<file path="config.mk">
export PLATFORM = sky130hd
export DESIGN_NAME = product_accumulator
export DESIGN_NICKNAME = d
export VERILOG_FILES = /design/src/rtl/booth_pkg.sv /design/src/rtl/product_accumulator_sat_adder.sv /design/src/rtl/product_accumulator.sv
export SDC_FILE = /design/constraint.sdc
export NUM_CORES = 1
export LEC_CHECK = 0
export ABC_AREA = 1
export CAP_MARGIN = 10
export CORE_MARGIN = 3
export CORE_UTILIZATION = 35
export DETAILED_ROUTE_END_ITERATION = 10
export PLACE_DENSITY_LB_ADDON = 0.15
export SLEW_MARGIN = 30
export SYNTH_ARGS = -nofsm -noshare
export SYNTH_HDL_FRONTEND = slang
export SYNTH_SLANG_ARGS = --single-unit
</file>
<file path="constraint.sdc">
create_clock -name clk -period 2.1 [get_ports clk]
set_input_delay 0.42 -clock clk [delete_from_list [all_inputs] [get_ports clk]]
set_output_delay 0.42 -clock clk [all_outputs]
set_load 0.005 [all_outputs]
</file>
<file path="src/rtl/booth_pkg.sv">
// Shared types and helpers for the Booth multiplier datapath: accumulator
// FSM states, saturation bounds for a signed accumulator of a given width,
// and the width of a counter that must reach LEN.
package booth_pkg;

    typedef enum logic [0:0] {
        ACCUM = 1'b0,
        HOLD  = 1'b1
    } state_e;

    // Largest value representable by an acc_w-bit signed number.
    function automatic longint sat_max(input int acc_w);
        return (64'sd1 <<< (acc_w - 1)) - 64'sd1;
    endfunction

    // Smallest value representable by an acc_w-bit signed number.
    function automatic longint sat_min(input int acc_w);
        return -(64'sd1 <<< (acc_w - 1));
    endfunction

    // Bits needed for a counter that runs 0..len inclusive.
    function automatic int cnt_w(input int len);
        return $clog2(len + 1);
    endfunction

endpackage

</file>
<file path="src/rtl/product_accumulator_sat_adder.sv">
// Combinational saturating adder: signed ACC_W accumulator plus signed
// PROD_W addend, evaluated at ACC_W+1 bits and clamped back to ACC_W.
module sat_adder
    import booth_pkg::*;
#(
    parameter int ACC_W  = 12,
    parameter int PROD_W = 8
) (
    input  logic signed [ACC_W-1:0]  acc_in,
    input  logic signed [PROD_W-1:0] addend,
    output logic signed [ACC_W-1:0]  sum_out,
    output logic                     sat_hit
);

    localparam int EXT_W = ACC_W + 1 - PROD_W;
    localparam logic signed [ACC_W-1:0] MAX_C = ACC_W'(sat_max(ACC_W));
    localparam logic signed [ACC_W-1:0] MIN_C = ACC_W'(sat_min(ACC_W));

    logic [ACC_W:0] wide_s;

    // Widen both operands by sign extension, add, and clamp when the top two bits disagree.
    always_comb begin
        wide_s = {acc_in[ACC_W-1], acc_in} + {{EXT_W{addend[PROD_W-1]}}, addend};
        if (wide_s[ACC_W] != wide_s[ACC_W-1]) begin
            sat_hit = 1'b1;
            sum_out = wide_s[ACC_W] ? MIN_C : MAX_C;
        end else begin
            sat_hit = 1'b0;
            sum_out = wide_s[ACC_W-1:0];
        end
    end

endmodule

</file>
<file path="src/rtl/product_accumulator.sv">
// Accumulates LEN signed products from the Booth multiplier into one
// saturated dot-product result and presents it on a valid/ready port.
// While a result is held, no new products are accepted.
module product_accumulator
    import booth_pkg::*;
#(
    parameter int WIDTH = 4,
    parameter int LEN   = 4,
    parameter int ACC_W = 12,
    localparam int PROD_W = 2 * WIDTH,
    localparam int CNT_W  = cnt_w(LEN)
) (
    input  logic                     clk,
    input  logic                     rst,
    input  logic                     clear,
    input  logic                     in_valid,
    output logic                     in_ready,
    input  logic signed [PROD_W-1:0] in_product,
    output logic                     out_valid,
    input  logic                     out_ready,
    output logic signed [ACC_W-1:0]  out_sum,
    output logic                     out_ovf,
    output logic [CNT_W-1:0]         count
);

    if (ACC_W < PROD_W) begin : g_bad_acc_w
        $error("product_accumulator: ACC_W must be >= 2*WIDTH");
    end
    if (LEN < 2) begin : g_bad_len
        $error("product_accumulator: LEN must be >= 2");
    end

    localparam logic [CNT_W-1:0]        LAST_C   = CNT_W'(LEN - 1);
    localparam logic [CNT_W-1:0]        ONE_C    = CNT_W'(1);
    localparam logic [CNT_W-1:0]        CZERO_C  = CNT_W'(0);
    localparam logic signed [ACC_W-1:0] AZERO_C  = ACC_W'(0);

    state_e                  state_q, state_d;
    logic signed [ACC_W-1:0] acc_q, acc_d;
    logic                    ovf_q, ovf_d;
    logic [CNT_W-1:0]        count_q, count_d;
    logic signed [ACC_W-1:0] out_sum_q, out_sum_d;
    logic                    out_ovf_q, out_ovf_d;
    logic                    out_valid_q, out_valid_d;
    logic                    in_ready_q, in_ready_d;

    logic signed [ACC_W-1:0] sum_s;
    logic                    sat_s;

    sat_adder #(
        .ACC_W  (ACC_W),
        .PROD_W (PROD_W)
    ) u_sat_adder (
        .acc_in  (acc_q),
        .addend  (in_product),
        .sum_out (sum_s),
        .sat_hit (sat_s)
    );

    // Next-state logic: clear flushes everything except the last out_sum; ACCUM folds in products; HOLD waits for the consumer.
    always_comb begin
        state_d     = state_q;
        acc_d       = acc_q;
        ovf_d       = ovf_q;
        count_d     = count_q;
        out_sum_d   = out_sum_q;
        out_ovf_d   = out_ovf_q;
        out_valid_d = out_valid_q;
        in_ready_d  = in_ready_q;
        if (clear) begin
            state_d     = ACCUM;
            acc_d       = AZERO_C;
            ovf_d       = 1'b0;
            count_d     = CZERO_C;
            out_ovf_d   = 1'b0;
            out_valid_d = 1'b0;
            in_ready_d  = 1'b1;
        end else begin
            case (state_q)
                ACCUM: begin
                    if (in_valid && in_ready_q) begin
                        acc_d   = sum_s;
                        ovf_d   = ovf_q | sat_s;
                        count_d = count_q + ONE_C;
                        if (count_q == LAST_C) begin
                            out_sum_d   = sum_s;
                            out_ovf_d   = ovf_q | sat_s;
                            out_valid_d = 1'b1;
                            in_ready_d  = 1'b0;
                            state_d     = HOLD;
                        end else begin
                            state_d = ACCUM;
                        end
                    end else begin
                        state_d = ACCUM;
                    end
                end
                HOLD: begin
                    if (out_ready) begin
                        state_d     = ACCUM;
                        acc_d       = AZERO_C;
                        ovf_d       = 1'b0;
                        count_d     = CZERO_C;
                        out_valid_d = 1'b0;
                        in_ready_d  = 1'b1;
                    end else begin
                        state_d = HOLD;
                    end
                end
                default: begin
                    state_d     = ACCUM;
                    acc_d       = AZERO_C;
                    ovf_d       = 1'b0;
                    count_d     = CZERO_C;
                    out_ovf_d   = 1'b0;
                    out_valid_d = 1'b0;
                    in_ready_d  = 1'b1;
                end
            endcase
        end
    end

    // State and output registers with asynchronous active-low reset.
    always_ff @(posedge clk or negedge rst) begin
        if (!rst) begin
            state_q     <= ACCUM;
            acc_q       <= AZERO_C;
            ovf_q       <= 1'b0;
            count_q     <= CZERO_C;
            out_sum_q   <= AZERO_C;
            out_ovf_q   <= 1'b0;
            out_valid_q <= 1'b0;
            in_ready_q  <= 1'b1;
        end else begin
            state_q     <= state_d;
            acc_q       <= acc_d;
            ovf_q       <= ovf_d;
            count_q     <= count_d;
            out_sum_q   <= out_sum_d;
            out_ovf_q   <= out_ovf_d;
            out_valid_q <= out_valid_d;
            in_ready_q  <= in_ready_d;
        end
    end

    assign in_ready  = in_ready_q;
    assign out_valid = out_valid_q;
    assign out_sum   = out_sum_q;
    assign out_ovf   = out_ovf_q;
    assign count     = count_q;

endmodule

</file>
==> flow_summary.rst, run 1 <==
.. list-table::
   :header-rows: 1

   * - Metric
     - Value
   * - TritonCTS clock tree
     - built
   * - Area share of the leading cell type in the synthesized netlist
     - 37.9%
   * - Core Footprint
     - 0.00557 mm2
   * - EDFF count, synth
     - 0
   * - Crit-path max FO
     - 6
   * - Transition time at the pin with the least slew margin
     - 0.412 ns
   * - Min cycle time layout
     - 1.96 ns
   * - Register area share after synthesis
     - 39.1%
   * - Drt via density
     - 4.59
   * - Final RePlAce weighted congestion
     - 0.822
   * - Routed length on met3
     - 180 um
   * - Outcome
     - complete, no violations
   * - Inserted Diodes
     - 0
   * - CTS Hold Bufs
     - 0
   * - DRT Wirelength
     - 5250 um
   * - Root Buffer Master
     - clkbuf_8
   * - Number of library cell types mapped by synthesis
     - 24
   * - Die Footprint
     - 0.00681 mm2
   * - Via count of the first global-routing pass
     - 1,904
   * - First-pass GRT wire length
     - 8320 um
   * - H-tree depth
     - 2
   * - Number of setup violations in the final report
     - 0
   * - Number of port buffers
     - 30
   * - Total Nets Final
     - 391
   * - Number of instances in the synthesized netlist
     - 290
   * - Number of clock sinks
     - 32
   * - Flops & latches, synth
     - 32
   * - Proportion of layout cells with a drive suffix above 1
     - 27.5%
   * - Post-synthesis cell area
     - 0.00205 mm2
   * - WP data arrival
     - 2.13 ns
   * - Pint
     - 0.00185 W
   * - Highest clock frequency the design can meet
     - 0.511 GHz
   * - Placement Setup Slack
     - -0.538 ns
   * - Detailed Route Iter0 Violations
     - 37
   * - Overall via count from detail_route
     - 2,003
   * - TritonCTS buffer count
     - 5
   * - Commonest non-fill, non-tap cell in the layout
     - nand2_1
   * - Pin count of the biggest net entering global routing
     - 33
   * - Portion of total power attributed to the clock network
     - 20.2%
   * - Syn_nets
     - 318
   * - Number of ports placed on the die boundary
     - 31
   * - Net load switching power
     - 0.00101 W
   * - Register-to-register setup slack
     - 0.18 ns
   * - Remaining routing DRC violations
     - 0
   * - Commonest cells after routing, fill and taps aside
     - nand2_1, buf_4, dfrtp_1
   * - Antenna-violating nets left
     - 0
   * - Max transition margin
     - 72.6%
   * - Count of fill cells added during filler insertion
     - 548
   * - Antenna violations before repair
     - 0
   * - Wire length on met2
     - 2520 um
   * - Most area-hungry cell type in the Yosys netlist
     - dfrtp_1
   * - Number of slew-limit violations in the final report
     - 0
   * - Launching element type of the critical path
     - primary input
   * - Clk_lat worst skew
     - 0.28 ns
   * - Setup repair after global routing missed its margin
     - true
   * - Static leakage
     - 1.64 nW
   * - Worst path required time
     - 2.28 ns
   * - Crit path capture type
     - flop
   * - Area of the multi-input gates
     - 0.00131 mm2
   * - Sw Ratio
     - 35.3%
   * - Area growth from synthesis to layout
     - 48.0%
   * - Avg Synthesized Cell Area
     - 7.07 um2
   * - Most used DFF post-synth
     - dfrtp_1
   * - Site Rows
     - 27
   * - Number of iterations in the first detailed-routing pass
     - 4
   * - GRT Util Overall
     - 16.1%
   * - Highest ir drop seen on vdd
     - 0.649 mV
   * - Worst clock skew
     - 0.00734 ns
   * - Leading cell types by total area after synthesis
     - dfrtp_1, nand2_1, ha_1
   * - Effective utilization at floorplan
     - 36.8%
   * - Count of max-cap constraint violations
     - 0
   * - Total grt overflow
     - 0
   * - Overall Power
     - 0.00287 W
   * - Total power per unit cell area
     - 945 mW/mm2
   * - Wire length per cell
     - 12.0 um
   * - Final critical-path share of the clock period
     - 93.1%
   * - Part of the power in combinational logic
     - 48.2%
   * - Final Hold Violating Endpoints
     - 0
   * - Proportion of synthesized flip-flops having asynchronous set or reset
     - 100%
   * - Sequential Area
     - 802 um2
   * - Top routing layer used
     - met4
   * - Class of the most critical setup path
     - in -> reg
   * - Detailed placer's ending HPWL
     - 3820 um
   * - Height of the chip
     - 82.5 um
   * - DRT met1 WL
     - 2410 um
   * - Floorplan die width
     - 82.5 um
   * - Worst Slack Setup Final
     - 0.144 ns
   * - Sequential power share
     - 31.6%
   * - Clk pin slew, worst setup/hold paths
     - 0.07 ns
   * - Number of warnings printed during yosys synthesis
     - 0
   * - Worst-case clock buffer depth
     - 2
   * - Class of the tightest hold or removal check
     - reg -> reg
## synth_stat cells (all sizes together), types with 2 or more instances
cell / number
clkbuf: 3
xnor2: 4
a31oi: 2
xor2: 3
nand3: 11
nand2: 145
o21ai: 6
a21oi: 8
nand4: 5
dfrtp: 31
ha: 14
buf: 3
nor2: 18
inv: 31
## layout make-up
cell class                 count  share of cell area [%]
tap                           72                    2.97
sequential                    32                    26.4
timing repair buffer          70                    19.9
multi-input combinational    223                    43.3
clock buffer                   6                    2.39
inverter                      31                    3.84
clock inverter                 2                    1.16
## sequential cells by signal, summed over array words and instances, names as in the netlist
signal / flops
acc_q: 12
count: 3
in_ready: 1
out_ovf: 1
out_sum: 12
out_valid: 1
ovf_q: 1
state_q: 1
## metrics by stage
stage               area [um2]  cells  hold slack, ns  TNS (ns)  util [%]
floorplan                 2050    290           0.124         0         -
global placement          2690    424           0.460    -12.48      48.2
detailed placement        2690    424           0.463    -12.76      48.2
CTS                       2870    434           0.474         0      51.5
global route              3030    436           0.493  -0.00747      54.4
finish                    3030    436           0.473         0      54.4
## worst paths after layout
path	start	end	cells past startpoint
worst min-delay path	in_ready$_DFFE_PN1P_	in_ready$_DFFE_PN1P_	2
worst min register to register	in_ready$_DFFE_PN1P_	in_ready$_DFFE_PN1P_	2
worst max-delay path	in_product[3]	acc_q[10]$_DFFE_PN0P_	13
worst max register to register	acc_q[0]$_DFFE_PN0P_	ovf_q$_DFFE_PN0P_	13
min in group asynchronous	rst	out_sum[11]$_DFFE_PN0P_	2
max in group asynchronous	rst	in_ready$_DFFE_PN1P_	2
## critical path, cell delays in order
cell             delay [ns]
clkdlybuf4s50_1        0.45
ha_4                   0.30
nand2_1                0.07
nor2_2                 0.13
nand3_2                0.13
nand3_2                0.09
nand2_1                0.06
nand2_2                0.13
nand2_4                0.10
nand2_2                0.07
nand2_2                0.05
nand2_1                0.07
nand2_1                0.05
## timing repair
action                     4_1_cts  5_1_grt
cloned                           1        1
buffers inserted                 1        1
pin swaps                        2       13
hold endpoints to repair         0        0
setup endpoints to repair       25       25
gates resized for setup         14       41
## power by group through the flow
stage | clock (W) | sequential [W] | combinational (W)
floorplan | 0 | 0.000901 | 0.000624
global placement | 0 | 0.000908 | 0.00121
detailed placement | 0 | 0.000907 | 0.00121
CTS | 0.000594 | 0.000903 | 0.00127
global route | 0.000619 | 0.000931 | 0.00156
finish | 0.000579 | 0.000905 | 0.00138
## per-layer routing
layer | global-route usage (%) | vias to the layer above
met5 | 0 | -
li1 | - | 1050
met2 | 27.5 | 43
met4 | 5.88 | 0
met1 | 20.0 | 896
met3 | 3.25 | 14
## cell families after synthesis
group	share of synthesized area, %
flops	39.1
xor+xnor	2.99
compound gates	5.13
buf+inv	7.57
fa+ha+maj	9.52
simple gates	35.7
Power figures use the tool's default switching activity.
==> inputs of run 2 (changes only) <==
--- a/config.mk
+++ b/config.mk
@@ -6,7 +6,7 @@
 export NUM_CORES = 1
 export LEC_CHECK = 0
 export ABC_AREA = 1
-export CAP_MARGIN = 10
+export CAP_MARGIN = 20
 export CORE_MARGIN = 3
 export CORE_UTILIZATION = 35
 export DETAILED_ROUTE_END_ITERATION = 10
==> results of run 2 <==
Final layout, timing and power as in run 1 (identical DEF).
